===== config.mk =====
export PLATFORM = sky130hd
export DESIGN_NAME = uart_rx
export DESIGN_NICKNAME = d
export VERILOG_FILES = /design/src/rtl/uart_rx.sv
export SDC_FILE = /design/constraint.sdc
export NUM_CORES = 1
export LEC_CHECK = 0
export BUFFER_PORTS_ARGS = -buffer_cell sky130_fd_sc_hd__buf_2
export CELL_PAD_IN_SITES_DETAIL_PLACEMENT = 1
export CELL_PAD_IN_SITES_GLOBAL_PLACEMENT = 2
export CORE_MARGIN = 2
export CORE_UTILIZATION = 38
export CTS_CLUSTER_DIAMETER = 60
export DETAILED_ROUTE_END_ITERATION = 8
export PLACE_DENSITY_LB_ADDON = 0.05
export SLEW_MARGIN = 20
export SYNTH_ARGS = -nofsm -noshare
export SYNTH_HDL_FRONTEND = slang
export SYNTH_SLANG_ARGS = --single-unit

===== constraint.sdc =====
create_clock -name clk -period 2.2 [get_ports clk]
set_clock_uncertainty 0.1 [all_clocks]
set_input_delay 0.44 -clock clk [delete_from_list [all_inputs] [get_ports clk]]
set_output_delay 0.44 -clock clk [all_outputs]
set_load 0.02 [all_outputs]

===== src/rtl/uart_rx.sv =====
// 16x-oversampled 8N1 UART receiver with a 2-FF input synchroniser and error pulses.
// Define UART_RX_PARITY_EN to add an even-parity bit after the data bits and a parity_err output.
module uart_rx #(
  parameter int DBIT    = 8,
  parameter int SB_TICK = 16
) (
  input  logic            clk,
  input  logic            rst_n,
  input  logic            rx,
  input  logic            s_tick,
  input  logic            fifo_full,
  output logic [DBIT-1:0] dout,
  output logic            rx_done_tick,
  output logic            frame_err,
`ifdef UART_RX_PARITY_EN
  output logic            parity_err,
`endif
  output logic            overrun_err
);

  // Tick counter is widened only when a long stop period needs more than 4 bits.
  localparam int SW = (SB_TICK > 16) ? $clog2(SB_TICK) : 4;
  localparam int NW = (DBIT > 1) ? $clog2(DBIT) : 1;

  localparam logic [SW-1:0] S_MID       = SW'(7);
  localparam logic [SW-1:0] S_BIT_LAST  = SW'(15);
  localparam logic [SW-1:0] S_STOP_LAST = SW'(SB_TICK - 1);
  localparam logic [NW-1:0] N_LAST      = NW'(DBIT - 1);

  localparam logic [2:0] IDLE   = 3'd0;
  localparam logic [2:0] START  = 3'd1;
  localparam logic [2:0] DATA   = 3'd2;
`ifdef UART_RX_PARITY_EN
  localparam logic [2:0] PARITY = 3'd3;
`endif
  localparam logic [2:0] STOP   = 3'd4;

  logic            rx_meta_q;
  logic            rx_s_q;

  logic [2:0]      state_q,  state_d;
  logic [SW-1:0]   s_cnt_q,  s_cnt_d;
  logic [NW-1:0]   n_cnt_q,  n_cnt_d;
  logic [DBIT-1:0] b_q,      b_d;
  logic [DBIT-1:0] dout_q,   dout_d;
  logic            done_q,   done_d;
  logic            ferr_q,   ferr_d;
  logic            ovr_q,    ovr_d;
`ifdef UART_RX_PARITY_EN
  logic            perr_q,   perr_d;
  logic            par_bad_q, par_bad_d;
`endif

  always_ff @(posedge clk or negedge rst_n) begin
    if (!rst_n) begin
      rx_meta_q <= 1'b1;
      rx_s_q    <= 1'b1;
    end else begin
      rx_meta_q <= rx;
      rx_s_q    <= rx_meta_q;
    end
  end

  always_comb begin
    state_d = state_q;
    s_cnt_d = s_cnt_q;
    n_cnt_d = n_cnt_q;
    b_d     = b_q;
    dout_d  = dout_q;
    done_d  = 1'b0;
    ferr_d  = 1'b0;
    ovr_d   = 1'b0;
`ifdef UART_RX_PARITY_EN
    perr_d    = 1'b0;
    par_bad_d = par_bad_q;
`endif

    case (state_q)
      IDLE: begin
        if (!rx_s_q) begin
          state_d = START;
          s_cnt_d = '0;
        end
      end

      START: begin
        if (s_tick) begin
          if (s_cnt_q == S_MID) begin
            // A start bit that is high again at its midpoint was a glitch.
            if (!rx_s_q) begin
              state_d = DATA;
              s_cnt_d = '0;
              n_cnt_d = '0;
            end else begin
              state_d = IDLE;
            end
          end else begin
            s_cnt_d = s_cnt_q + SW'(1);
          end
        end
      end

      DATA: begin
        if (s_tick) begin
          if (s_cnt_q == S_BIT_LAST) begin
            s_cnt_d = '0;
            b_d     = {rx_s_q, b_q[DBIT-1:1]};
            if (n_cnt_q == N_LAST) begin
`ifdef UART_RX_PARITY_EN
              state_d = PARITY;
`else
              state_d = STOP;
`endif
            end else begin
              n_cnt_d = n_cnt_q + NW'(1);
            end
          end else begin
            s_cnt_d = s_cnt_q + SW'(1);
          end
        end
      end

`ifdef UART_RX_PARITY_EN
      PARITY: begin
        if (s_tick) begin
          if (s_cnt_q == S_BIT_LAST) begin
            s_cnt_d   = '0;
            par_bad_d = rx_s_q ^ (^b_q);
            state_d   = STOP;
          end else begin
            s_cnt_d = s_cnt_q + SW'(1);
          end
        end
      end
`endif

      STOP: begin
        if (s_tick) begin
          if (s_cnt_q == S_STOP_LAST) begin
            state_d = IDLE;
            // A low stop bit outranks every other outcome of the frame.
            if (!rx_s_q) begin
              ferr_d = 1'b1;
`ifdef UART_RX_PARITY_EN
            end else if (par_bad_q) begin
              perr_d = 1'b1;
`endif
            end else begin
              done_d = 1'b1;
              dout_d = b_q;
              ovr_d  = fifo_full;
            end
          end else begin
            s_cnt_d = s_cnt_q + SW'(1);
          end
        end
      end

      default: state_d = IDLE;
    endcase
  end

  always_ff @(posedge clk or negedge rst_n) begin
    if (!rst_n) begin
      state_q   <= IDLE;
      s_cnt_q   <= '0;
      n_cnt_q   <= '0;
      b_q       <= '0;
      dout_q    <= '0;
      done_q    <= 1'b0;
      ferr_q    <= 1'b0;
      ovr_q     <= 1'b0;
`ifdef UART_RX_PARITY_EN
      perr_q    <= 1'b0;
      par_bad_q <= 1'b0;
`endif
    end else begin
      state_q   <= state_d;
      s_cnt_q   <= s_cnt_d;
      n_cnt_q   <= n_cnt_d;
      b_q       <= b_d;
      dout_q    <= dout_d;
      done_q    <= done_d;
      ferr_q    <= ferr_d;
      ovr_q     <= ovr_d;
`ifdef UART_RX_PARITY_EN
      perr_q    <= perr_d;
      par_bad_q <= par_bad_d;
`endif
    end
  end

  assign dout         = dout_q;
  assign rx_done_tick = done_q;
  assign frame_err    = ferr_q;
  assign overrun_err  = ovr_q;
`ifdef UART_RX_PARITY_EN
  assign parity_err   = perr_q;
`endif

endmodule

---- Word-level counts from Yosys, hierarchy flattened ----
Cells that the tools add are included.
storage, ports and cells
  output and inout bits ................... 11
  input bits .............................. 5
  logic and storage cells ................. 74
  register bits after elaboration ......... 31
operators by class
  mux-type cells .......................... 37
  $add $sub $neg .......................... 2
  reductions and logical operators ........ 8
  equal/unequal tests ..................... 17
operators with widths
  operator             number
  $mux 3               14
  $mux 4               7
  $ne 2x2->1 const B   11
  $pmux 4 s4           1
  $mux 1               12
  $pmux 3 s4           1
  $reduce_and 8->1     1
  $reduce_and 7->1     1
  $eq 3x3->1 const B   2
  $pmux 3 s2           1
  $reduce_and 5->1     1
  $add 4x1->4 const B  1
  $eq 4x3->1 const B   1
  $eq 4x4->1 const B   1
  $reduce_and 4->1     1
  $reduce_bool 4->1    1
  $add 3x1->3 const B  1
  $eq 3x1->1 const B   1
  $eq 3x2->1 const B   1
  $logic_not 3->1      1
  $reduce_and 3->1     1
  $mux 2               1
  $reduce_bool 2->1    1

---- Logic depth before layout (Yosys ltp) ----
  depth in word-level cells ............... 5
  gate-level depth with buffers ........... 6
  gate-level depth less buffers ........... 6

---- Worst setup path after synthesis ----
No wires, ideal clock.
  path type ............................... register to register
  start point ............................. register s_cnt_q[0]
  end point ............................... register b_q[0]
  arrival ................................. 1474 ps
  path slack .............................. 502 ps
  setup time .............................. 125 ps
  cell stages (with the launch flop) ...... 6
  data required time ...................... 1975 ps
  clock period less this slack ............ 1698 ps
  path buffers ............................ 1
  cell sequence ........................... dfrtp_1 > ha_1 > buf_2 > nand4_4 > nor2_2 > mux2_2
between the ends
  longest elaborated chain between the ends .. 2
ends and longest elaborated chain
  item                        line  source
  start: declaration          42    logic [SW-1:0] s_cnt_q, s_cnt_d;
  start signal: assignment    179   s_cnt_q <= s_cnt_d;
  $eq 4x4->1                  105   if (s_cnt_q == S_BIT_LAST) begin
  $reduce_and 3->1 (no line)  -
  end signal: assignment      168   b_q <= '0;
  end signal: assignment      181   b_q <= b_d;
  end: declaration            44    logic [DBIT-1:0] b_q, b_d;
Every way passes these cells.
A chain may end at the register's enable or synchronous reset.

---- Worst setup path after layout ----
  start point ............................. register s_cnt_q[0]
  end point ............................... register b_q[1]
The elaborated chain is that of the path after synthesis.

==> run_results.csv <==
group,metric,value,unit
outcome,status,"completed",
setup_path,cp_max_fo,9,
yosys,synth_xor_area_frac,0.0170,
clocking,cts.repair.resized,0,
clocking,postCtsSetupBuffers,0,
pwr,p_clk_frac,0.344,
final_layout,drive_above_1_share,0.347,
yosys,synth_top_area_cell,"dfrtp_1",
yosys,synth_top_family_by_area,"simple AND/OR/NAND/NOR gates",
detailed_routing,drt_pre_antenna_iters,4,
grt,antenna_found_initial,0,
yosys,seq_area_frac_synth,0.504,
die,die_height,67.7,um
pwr,peakVddDrop,485,uV
timing,finalCriticalPeriod,1980,ps
timing,setup_viol,0,
detailed_routing,wirelength,3060,um
min_path,hold_class,"in2async",
grt,grt_pass1_vias,958,
final_layout,diodes,0,
timing,slew_headroom,0.534,
timing,finalHoldViolCount,0,
yosys,synthArstFlopShare,1.00,
die,core-area,3940,um2
grt,grt_pass1_wl,4800,um
clocking,cts_made_buffers,5,
grt,grt_overflow,0,
pwr,p_comb_frac,0.225,
final_layout,finish.utilization,0.451,
setup_path,r2r_start,"s_cnt_q[0]",
clocking,h-tree-depth,2,
yosys,syn-cell-area,1540,um2
yosys,synthAdderAreaFrac,0.0243,
timing,rsz0062_at_grt,"false",
yosys,synth_nets,139,
job,cap_violations,0,
placement,place.gp.congestion,0.679,
detailed_routing,vias,1026,
clocking,root_buffer,"clkbuf_8",
yosys,synth-edff-count,0,
setup_path,crit_type,"reg2reg",
yosys,synth_area_leaders,"dfrtp_1 (47%), mux2_4 (7.8%), mux2_2 (5.8%), dfstp_2 (3.4%), ha_1 (2.4%)",
detailed_routing,wire_per_inst,15.3,um
die,start_util,0.392,
yosys,ys_warn_count,0,
die,rows,23,
yosys,synth.top_cell.area_share,0.470,
setup_path,worstSetupEndpointType,"flip-flop",
grt,grt_usage,0.146,
die,die_area,4590,um2
final_layout,nNetsFinal,157,
yosys,synth-simple-area-share,0.169,
placement,hpwl,2140,um
detailed_routing,drt_iter0_drc,43,
clocking,numClockSinks,31,
yosys,ys_seq_elements,31,
clocking,clock_latency,270,ps
timing,tightest_slew,699,ps
yosys,synthCells,131,
setup_path,arrival,2040,ps
clocking,cts_tree,"yes",
timing,slew_viol_final,0,
clocking,hold_buffers,0,
yosys,synthFlopType,"dfrtp_1",
die,die_w,67.7,um
grt,grt_max_degree,32,
final_layout,area_delta_synth_final,15.2,%
pwr,p_int,1160,uW
timing,tns,0,ps
detailed_routing,via_per_inst,5.13,
yosys,muxShareOfSynthArea,0.136,
yosys,synthDistinctLibCells,43,
pwr,p_per_area,943,nW/um2
yosys,syn_avg_cell_area,11.8,um2
detailed_routing,route.detailed.drc,0,
pwr,seq_power_share,0.431,
pwr,p_sw_frac,0.306,
detailed_routing,ant_nets,0,
die,io_pins,16,
setup_path,worstPathRequired,2260,ps
clocking,path_clk_slew,70,ps
pwr,switchingPower,512,uW
setup_path,critPathLaunchType,"flip-flop",
clocking,clockBufferDepth,2,
placement,port_buffers,15,
yosys,synth-compound-area-share,0.109,
timing,fin_crit_sh,0.898,
pwr,leakage,0.000882,uW
setup_path,critPathLaunch,"s_cnt_q[0]",
timing,fmax,506,MHz
flip-flops by register name, indices dropped and copies added, names as in the netlist:
| signal | flops |
|---|---|
| state_q | 3 |
| frame_err | 1 |
| overrun_err | 1 |
| b_q | 8 |
| rx_meta_q | 1 |
| dout | 8 |
| rx_done_tick | 1 |
| s_cnt_q | 4 |
| n_cnt_q | 3 |
| rx_s_q | 1 |
synth_stat cells, types with 2 or more instances:
master / instances
mux2_4: 8
a21oi_1: 6
inv_1: 5
mux2_2: 8
nor3b_1: 2
nand2b_1: 2
nand2_1: 6
dfstp_2: 2
dfrtp_1: 29
nor2b_1: 3
nand3_1: 6
buf_2: 5
nor3_1: 4
and3_1: 4
ha_1: 3
xnor2_1: 3
nor2_1: 5
o21ai_0: 5
per-layer routing:
metal,wire (um),track usage,vias up
li1,-,-,506
met1,1490,0.194,504
met2,1440,0.227,11
met3,90,0.0467,5
met4,34,0.0459,0
met5,0,0,-
placed cells by master (no fill, tap or decap), types with 2 or more instances in the layout:
cell type  synthesis  layout
a21oi_1            6       6
nand3_1            6       6
inv_1              5       5
nand2_1            6       6
mux2_2             8       8
mux2_4             8       8
nor3b_1            2       2
nor2b_1            3       3
ha_1               3       3
nand2b_1           2       2
nor3_1             4       4
and3_1             4       4
nor2_1             5       5
buf_4              1       3
xnor2_1            3       3
o21ai_0            5       5
dfstp_2            2       2
clkbuf_8           0       6
buf_2              5      15
dfrtp_1           29      29
logic make-up (layout without fill, tap and decap cells):
| kind of cell | after synthesis | in the layout |
|---|---|---|
| AO/OA/AOI/OAI | 24 | 24 |
| XOR/XNOR | 3 | 3 |
| adder cells (fa/ha/maj) | 3 | 3 |
| buffers and inverters | 12 | 31 |
| flip-flops | 31 | 31 |
| multiplexers | 16 | 16 |
| AND/OR/NAND/NOR | 42 | 42 |
per-stage QoR:
step | hold slack, ps | power (uW) | area (um2) | worst slack (ps) | std cells
floorplan | 44.4 | 1030 | 1540 | 502 | 131
global placement | 246 | 1090 | 1660 | 308 | 192
detailed placement | 247 | 1110 | 1660 | 228 | 192
CTS | 127 | 1700 | 1780 | 205 | 200
global route | 145 | 1770 | 1780 | 75.1 | 200
finish | 104 | 1680 | 1780 | 224 | 200
power groups by stage:
stage	Clock, uW	Combinational (uW)	Sequential, uW
floorplan	0	360	668
global placement	0	367	727
detailed placement	0	375	732
CTS	599	379	722
global route	618	420	735
finish	577	376	723
layout make-up:
class / instances / area (um2)
fillers: 423 / 2160
flip-flops and latches: 31 / 778
multi-input cells: 88 / 703
repair buffers: 18 / 97.6
clock buffers: 6 / 82.6
well taps: 50 / 62.6
clock inverters: 2 / 35.0
inverters: 5 / 18.8
critical path, stage by stage (launching register included):
cell	delay [ps]
dfrtp_1	400
ha_1	380
nand4_4	180
nor2_2	410
mux2_2	390
worst paths after layout:
path	endpoint	slack [ps]	cells after the start
hold / removal	rx_done_tick	100	1
setup reg to reg	b_q[1]	220	4
hold reg to reg	rx_s_q	260	0
setup / recovery	b_q[1]	220	4
min in group clk	rx_meta_q	160	1
max in group asynchronous	b_q[1]	1440	1
Note: power is estimated with default switching activity, not from simulation.
